`config.mk`:
```
export PLATFORM = sky130hd
export DESIGN_NAME = alu_bit_serial_ctrl_flat
export DESIGN_NICKNAME = d
export VERILOG_FILES = /design/src/rtl/alu_bit_serial_ctrl_if.sv /design/src/rtl/alu_bit_serial_ctrl.sv /design/src/flat_wrapper.sv
export SDC_FILE = /design/constraint.sdc
export NUM_CORES = 1
export LEC_CHECK = 0
export ABC_AREA = 1
export CORE_MARGIN = 2
export CORE_UTILIZATION = 50
export CTS_CLUSTER_DIAMETER = 60
export DETAILED_ROUTE_END_ITERATION = 10
export GPL_TIMING_DRIVEN = 0
export HOLD_SLACK_MARGIN = 0.12
export MAX_ROUTING_LAYER = met4
export PLACE_DENSITY = 0.79
export SETUP_SLACK_MARGIN = 0.02
export SLEW_MARGIN = 20
export SYNTH_ARGS = -nofsm -noshare
export SYNTH_HDL_FRONTEND = slang
export SYNTH_SLANG_ARGS = --single-unit
```
`constraint.sdc`:
```
create_clock -name clk -period 4.05 [get_ports clk]
set_clock_uncertainty 0.2 [all_clocks]
set_input_delay 0.405 -clock clk [delete_from_list [all_inputs] [get_ports clk]]
set_output_delay 0.405 -clock clk [all_outputs]
set_load 0.05 [all_outputs]
```
`src/rtl/alu_bit_serial_ctrl_if.sv`:
```
// alu_bit_serial_ctrl_if
// Request/response bundle between the issue stage, the bit-serial ALU
// controller and the writeback consumer.
//   in_valid / in_ready   : request handshake
//   in_a, in_b, in_op     : operands and ALUOp of the request
//   out_valid / out_ready : result handshake
//   out_result            : assembled WIDTH-bit result
//   out_zero, out_carry,
//   out_ovf, out_illegal  : result flags
// modport master : issue/consumer side (drives requests, accepts results)
// modport slave  : controller side
interface alu_bit_serial_ctrl_if #(
    parameter int WIDTH = 64
);
    logic             in_valid;
    logic             in_ready;
    logic [WIDTH-1:0] in_a;
    logic [WIDTH-1:0] in_b;
    logic [3:0]       in_op;
    logic             out_valid;
    logic             out_ready;
    logic [WIDTH-1:0] out_result;
    logic             out_zero;
    logic             out_carry;
    logic             out_ovf;
    logic             out_illegal;

    modport master (
        output in_valid, in_a, in_b, in_op, out_ready,
        input  in_ready, out_valid, out_result, out_zero, out_carry,
               out_ovf, out_illegal
    );

    modport slave (
        input  in_valid, in_a, in_b, in_op, out_ready,
        output in_ready, out_valid, out_result, out_zero, out_carry,
               out_ovf, out_illegal
    );
endinterface

```
`src/rtl/alu_bit_serial_ctrl.sv`:
```
// alu_bit_serial_ctrl
// Drives one external 1-bit ALU slice for WIDTH cycles, LSB first, to carry
// out a full WIDTH-bit AND/OR/ADD/SUB/NOR. The slice does any operand
// inversion itself; the controller only sequences bits and threads the carry.
// Ports:
//   clk, rst_n     : clock, asynchronous active-low reset
//   bus (slave)    : request in / result out handshake bundle
//   slice_a/b      : current operand bits to the slice (0 outside RUN)
//   slice_cin      : carry into the slice (SUB injects 1 at bit 0)
//   slice_op       : latched ALUOp to the slice (0 outside RUN)
//   slice_res/cout : combinational result and carry back from the slice
module alu_bit_serial_ctrl #(
    parameter int WIDTH = 64
) (
    input  logic                   clk,
    input  logic                   rst_n,
    alu_bit_serial_ctrl_if.slave   bus,
    output logic                   slice_a,
    output logic                   slice_b,
    output logic                   slice_cin,
    output logic [3:0]             slice_op,
    input  logic                   slice_res,
    input  logic                   slice_cout
);

    localparam int IW = (WIDTH > 2) ? $clog2(WIDTH) : 1;
    localparam logic [IW-1:0] LAST_IDX = IW'(WIDTH - 1);

    localparam logic [3:0] OP_AND = 4'b0000;
    localparam logic [3:0] OP_OR  = 4'b0001;
    localparam logic [3:0] OP_ADD = 4'b0010;
    localparam logic [3:0] OP_SUB = 4'b0110;
    localparam logic [3:0] OP_NOR = 4'b1100;

    typedef enum logic [1:0] {
        IDLE = 2'd0,
        RUN  = 2'd1,
        DONE = 2'd2
    } state_t;

    state_t           state_q, state_d;
    logic [WIDTH-1:0] a_reg, b_reg, res_reg;
    logic [3:0]       op_reg;
    logic [IW-1:0]    idx;
    logic             carry_reg;
    logic             carry_q, ovf_q, zero_q, illegal_q;

    logic             in_legal;
    logic             op_arith;
    logic             last_bit;
    logic [WIDTH-1:0] res_final;

    // Only the five supported ALUOps start a serial run; anything else
    // short-circuits straight to DONE with the illegal flag set.
    always_comb begin
        in_legal = 1'b0;
        case (bus.in_op)
            OP_AND, OP_OR, OP_ADD, OP_SUB, OP_NOR: in_legal = 1'b1;
            default:                               in_legal = 1'b0;
        endcase
    end

    assign op_arith = (op_reg == OP_ADD) || (op_reg == OP_SUB);
    assign last_bit = (idx == LAST_IDX);

    // The result register still lacks the MSB on the final edge, so the
    // zero flag is taken from the result with the incoming bit merged in.
    always_comb begin
        res_final      = res_reg;
        res_final[idx] = slice_res;
    end

    // Next-state logic and slice drive; slice pins are parked at 0 unless a
    // run is in progress.
    always_comb begin
        state_d   = state_q;
        slice_a   = 1'b0;
        slice_b   = 1'b0;
        slice_cin = 1'b0;
        slice_op  = 4'b0000;
        case (state_q)
            IDLE: begin
                if (bus.in_valid) begin
                    state_d = in_legal ? RUN : DONE;
                end
            end
            RUN: begin
                slice_a   = a_reg[idx];
                slice_b   = b_reg[idx];
                slice_cin = (idx == '0) ? (op_reg == OP_SUB) : carry_reg;
                slice_op  = op_reg;
                if (last_bit) begin
                    state_d = DONE;
                end
            end
            DONE: begin
                if (bus.out_ready) begin
                    state_d = IDLE;
                end
            end
            default: state_d = IDLE;
        endcase
    end

    always_ff @(posedge clk or negedge rst_n) begin
        if (!rst_n) begin
            state_q <= IDLE;
        end else begin
            state_q <= state_d;
        end
    end

    // Datapath: operands are latched only on acceptance in IDLE, result bits
    // fill in one per RUN edge, and the flags settle on entry to DONE so they
    // stay frozen through any amount of output backpressure.
    always_ff @(posedge clk or negedge rst_n) begin
        if (!rst_n) begin
            a_reg     <= '0;
            b_reg     <= '0;
            res_reg   <= '0;
            op_reg    <= '0;
            idx       <= '0;
            carry_reg <= 1'b0;
            carry_q   <= 1'b0;
            ovf_q     <= 1'b0;
            zero_q    <= 1'b0;
            illegal_q <= 1'b0;
        end else begin
            case (state_q)
                IDLE: begin
                    if (bus.in_valid) begin
                        a_reg     <= bus.in_a;
                        b_reg     <= bus.in_b;
                        op_reg    <= bus.in_op;
                        res_reg   <= '0;
                        idx       <= '0;
                        carry_reg <= 1'b0;
                        illegal_q <= !in_legal;
                        if (!in_legal) begin
                            carry_q <= 1'b0;
                            ovf_q   <= 1'b0;
                            zero_q  <= 1'b1;
                        end
                    end
                end
                RUN: begin
                    res_reg[idx] <= slice_res;
                    carry_reg    <= slice_cout;
                    idx          <= idx + IW'(1);
                    if (last_bit) begin
                        idx     <= '0;
                        carry_q <= op_arith & slice_cout;
                        ovf_q   <= op_arith & (slice_cin ^ slice_cout);
                        zero_q  <= ~|res_final;
                    end
                end
                default: begin
                end
            endcase
        end
    end

    assign bus.in_ready    = (state_q == IDLE);
    assign bus.out_valid   = (state_q == DONE);
    assign bus.out_result  = res_reg;
    assign bus.out_zero    = zero_q;
    assign bus.out_carry   = carry_q;
    assign bus.out_ovf     = ovf_q;
    assign bus.out_illegal = illegal_q;

endmodule

```
`src/flat_wrapper.sv`:
```
// flat-port wrapper written by rule: the top's interface ports become plain ports
module alu_bit_serial_ctrl_flat 
#(
    parameter int WIDTH = 64
)
  (clk, rst_n, slice_a, slice_b, slice_cin, slice_op, slice_res, slice_cout, bus_in_valid, bus_in_a, bus_in_b, bus_in_op, bus_out_ready, bus_in_ready, bus_out_valid, bus_out_result, bus_out_zero, bus_out_carry, bus_out_ovf, bus_out_illegal);
  alu_bit_serial_ctrl_if #(.WIDTH(WIDTH)) bus_i ();
  input  logic clk;
  input  logic rst_n;
  output logic slice_a;
  output logic slice_b;
  output logic slice_cin;
  output logic [3:0] slice_op;
  input  logic slice_res;
  input  logic slice_cout;
  input wire logic [$bits(bus_i.in_valid)-1:0] bus_in_valid;
  input wire logic [$bits(bus_i.in_a)-1:0] bus_in_a;
  input wire logic [$bits(bus_i.in_b)-1:0] bus_in_b;
  input wire logic [$bits(bus_i.in_op)-1:0] bus_in_op;
  input wire logic [$bits(bus_i.out_ready)-1:0] bus_out_ready;
  output wire logic [$bits(bus_i.in_ready)-1:0] bus_in_ready;
  output wire logic [$bits(bus_i.out_valid)-1:0] bus_out_valid;
  output wire logic [$bits(bus_i.out_result)-1:0] bus_out_result;
  output wire logic [$bits(bus_i.out_zero)-1:0] bus_out_zero;
  output wire logic [$bits(bus_i.out_carry)-1:0] bus_out_carry;
  output wire logic [$bits(bus_i.out_ovf)-1:0] bus_out_ovf;
  output wire logic [$bits(bus_i.out_illegal)-1:0] bus_out_illegal;
  assign bus_i.in_valid = bus_in_valid;
  assign bus_i.in_a = bus_in_a;
  assign bus_i.in_b = bus_in_b;
  assign bus_i.in_op = bus_in_op;
  assign bus_i.out_ready = bus_out_ready;
  assign bus_in_ready = bus_i.in_ready;
  assign bus_out_valid = bus_i.out_valid;
  assign bus_out_result = bus_i.out_result;
  assign bus_out_zero = bus_i.out_zero;
  assign bus_out_carry = bus_i.out_carry;
  assign bus_out_ovf = bus_i.out_ovf;
  assign bus_out_illegal = bus_i.out_illegal;
  alu_bit_serial_ctrl #(.WIDTH(WIDTH)) u_core (.clk(clk), .rst_n(rst_n), .bus(bus_i), .slice_a(slice_a), .slice_b(slice_b), .slice_cin(slice_cin), .slice_op(slice_op), .slice_res(slice_res), .slice_cout(slice_cout));
endmodule
```
==> results by group <==
Logic synthesis
  • Post-synth top area share: 0.514
  • Seq/Total Area, Yosys: 0.514
  • Top cells by area, synth: dfrtp_1 51%, nand2_1 24%, a22o_1 5.4%
  • Mapped Nets: 1472
  • Post-Syn Instances: 1332
  • Commonest cells in the netlist: 660 x nand2_1, 209 x dfrtp_1, 83 x nand3_1
  • Largest area contributor in the netlist: dfrtp_1
  • Distinct cells, synth: 27
  • EDFF count, synth: 0
  • Count leader, synth: nand2_1
  • Syn Std Cell Area: 10200 µm²
  • Number of synthesized register bits: 209
  • Async SR Flop Fraction: 1.00
  • Synth warnings: 0
  • Dominant synthesized flop cell: dfrtp_1
  • Post-synthesis area per instance: 7.64 µm²

Drt
  • Post-DRT Antenna Nets: 0
  • DR DRC count: 0
  • DR iter-0 viols: 991
  • Routed wire per std cell: 18.1 µm
  • Detailed-route wire length: 33700 µm
  • Via-to-Cell Ratio: 5.48
  • DRT Pass-1 Iters: 8
  • DR vias: 10200

Floorplan
  • Die Y: 147 µm
  • Rows: 52
  • Die W: 147 µm
  • Core area: 20100 µm²
  • Die area: 21500 µm²
  • Starting Density: 0.506
  • IO Count: 215

Critical path
  • Worst R2R Setup Slack: 1.32 ns
  • Worst EP arrival: 3.23 ns
  • Crit-path leading delay family: buffers and inverters
  • CP Data Required Time: 3.44 ns
  • Worst-path maximum fanout: 10
  • Crit end category: output pin
  • Max incr delay on CP: 0.48 ns
  • Critical setup path kind: reg2out
  • Crit-path cells: inv_2 > nand3_2 > inv_2 > clkbuf_2 > nand2_1 > nand4_1 > o21ai_0 > nand2_1 > nor2_1 > a21oi_1 > clkbuf_2
  • Buf+Inv Stages, Crit Path: 4
  • CP Launch Type: flop
  • CP max-delay cell: dfrtp_1

Clocking
  • CTS tree: yes
  • Htree depth: 1
  • Clk_lat worst skew: 0.51 ns
  • Clk root buf: clkbuf_16
  • Max clock buf depth: 3
  • Post-CTS setup buffer count: 0
  • CTS Buf Count: 22
  • Total clock sinks: 209
  • CTS clk-pin slew, worst paths: 0.06 ns

Finish
  • Syn-to-layout area delta: 31.8%
  • Diode count: 0
  • Nets: 1712
  • Post-route cell area: 13400 µm²
  • Fraction of layout cells with a size suffix above 1: 0.0542

Global routing
  • Remaining global-route overflow: 0
  • Number of global-route vias before repair: 9742
  • Pin count of the biggest net entering global routing: 97
  • Initial antenna violation count: 0
  • Gr usage total: 0.319
  • First-pass GRT wire length: 51800 µm

STA
  • Ratio of final minimum period to clock period: 0.946
  • Final hold vios: 0
  • RSZ-0062 raised after global routing: no
  • Worst Tran Pin Value: 0.827 ns
  • Final setup violation count: 0
  • Slew headroom: 0.447
  • Min cycle time layout: 3.83 ns
  • TNS Setup: 0 ns
  • Pins Over Slew Limit: 0
  • Max Fclk: 261 MHz
  • Hold_ws: 0.170 ns

Place
  • RD Place Congestion: 0.938
  • Port buffer count: 213
  • Post-DP Area: 12700 µm²
  • Dpl hpwl: 23700 µm

Power and ir drop
  • VDD IR max: 0.328 mV
  • Leakage: 6.69 nW
  • Internal Power: 4.71 mW
  • Switching share of power: 0.397
  • Comb power frac: 0.347
  • Flop pwr share: 0.404
  • Cell Pwr Density: 583 nW/µm²
  • Clock network power share: 0.249
  • Net Switching: 3.11 mW

Outcome
  • Outcome: finished clean

Job
  • Max-cap viol count: 0

Hold path
  • Hold WC Path Type: in2async
==> worst reg2reg max path: cells and delay by family (launching register included) <==
family | cells | cell delay (ns)
AND/OR/NAND/NOR | 9 | 1.06
AO/OA/AOI/OAI | 1 | 0.08
flip-flops | 1 | 0.48
buffers and inverters | 3 | 0.80
==> timing repair <==
item,CTS,global route
setup endpoints to repair,2,2
hold buffers,1,0
resized for setup,5,11
hold endpoints to repair,141,0
==> final cells by class <==
cell class                      instances  area (µm²)
Timing Repair Buffer                  216        2190
Tap cell                              270         338
Buffer                                 81         350
Sequential cell                       209        5230
Clock inverter                          5        63.8
Clock buffer                           34         626
Fill cell                            1705        6690
Multi-Input combinational cell       1006        4480
Inverter                               36         135
==> path summary, 6_finish.rpt <==
path	from	cells past startpoint	endpoint
setup / recovery	u_core.idx[1]	11	slice_a
min in group clk	bus_in_b[50]	3	u_core.b_reg[50]
setup reg to reg	u_core.idx[1]	13	u_core.bus.out_zero
max in group asynchronous	rst_n	4	u_core.b_reg[30]
hold reg to reg	u_core.b_reg[23]	2	u_core.b_reg[23]
hold / removal	rst_n	2	u_core.bus.out_result[43]
==> power groups by stage <==
stage / clock (mW) / sequential, mW / combinational, mW
after floorplan: 0 / 3.16 / 1.63
after global placement: 0 / 3.15 / 2.58
after detailed placement: 0 / 3.16 / 2.65
after CTS: 1.96 / 3.14 / 2.68
after global routing: 2.04 / 3.22 / 2.97
final: 1.95 / 3.16 / 2.71
==> metrics by stage <==
stage	std cells	power, mW	worst slack, ns	utilization
2_1_floorplan	1332	4.79	1.21	-
3_3_place_gp	1815	5.73	-6.10	0.629
3_5_place_dp	1817	5.81	0.0686	0.632
4_1_cts	1857	7.77	0.0388	0.667
5_1_grt	1857	8.23	0.149	0.667
6_report	1857	7.82	0.217	0.667
==> logic make-up after synthesis <==
logic type | count (synthesis) | share of synthesized area
AO/OA/AOI/OAI | 153 | 0.103
XOR/XNOR | 1 | 0.000860
adder cells (fa/ha/maj) | 2 | 0.00246
buffers and inverters | 117 | 0.0471
flip-flops | 209 | 0.514
AND/OR/NAND/NOR | 850 | 0.333
==> placed cells by master (no fill, tap or decap), drive strengths merged, types with 2 or more instances in the layout <==
cell and instances:
a21oi 9, o31ai 2, buf 43, clkbuf 77, ha 2, o21ai 59
o211ai 2, a22o 63, nand2 660, dfrtp 209, nand3 86, nand4 21
nor2 80, clkdlybuf4s50 210, nor3 2, clkinv 3, inv 36, a22oi 13
o22ai 3
==> layer usage <==
layer,part of all wire,routed length [µm],global-route usage
met2,0.47,15800,0.511
met3,0.080,2710,0.0416
met5,0,0,-
met4,0.044,1490,0.133
met1,0.41,13700,0.414
(Power assumes the default switching activity.)
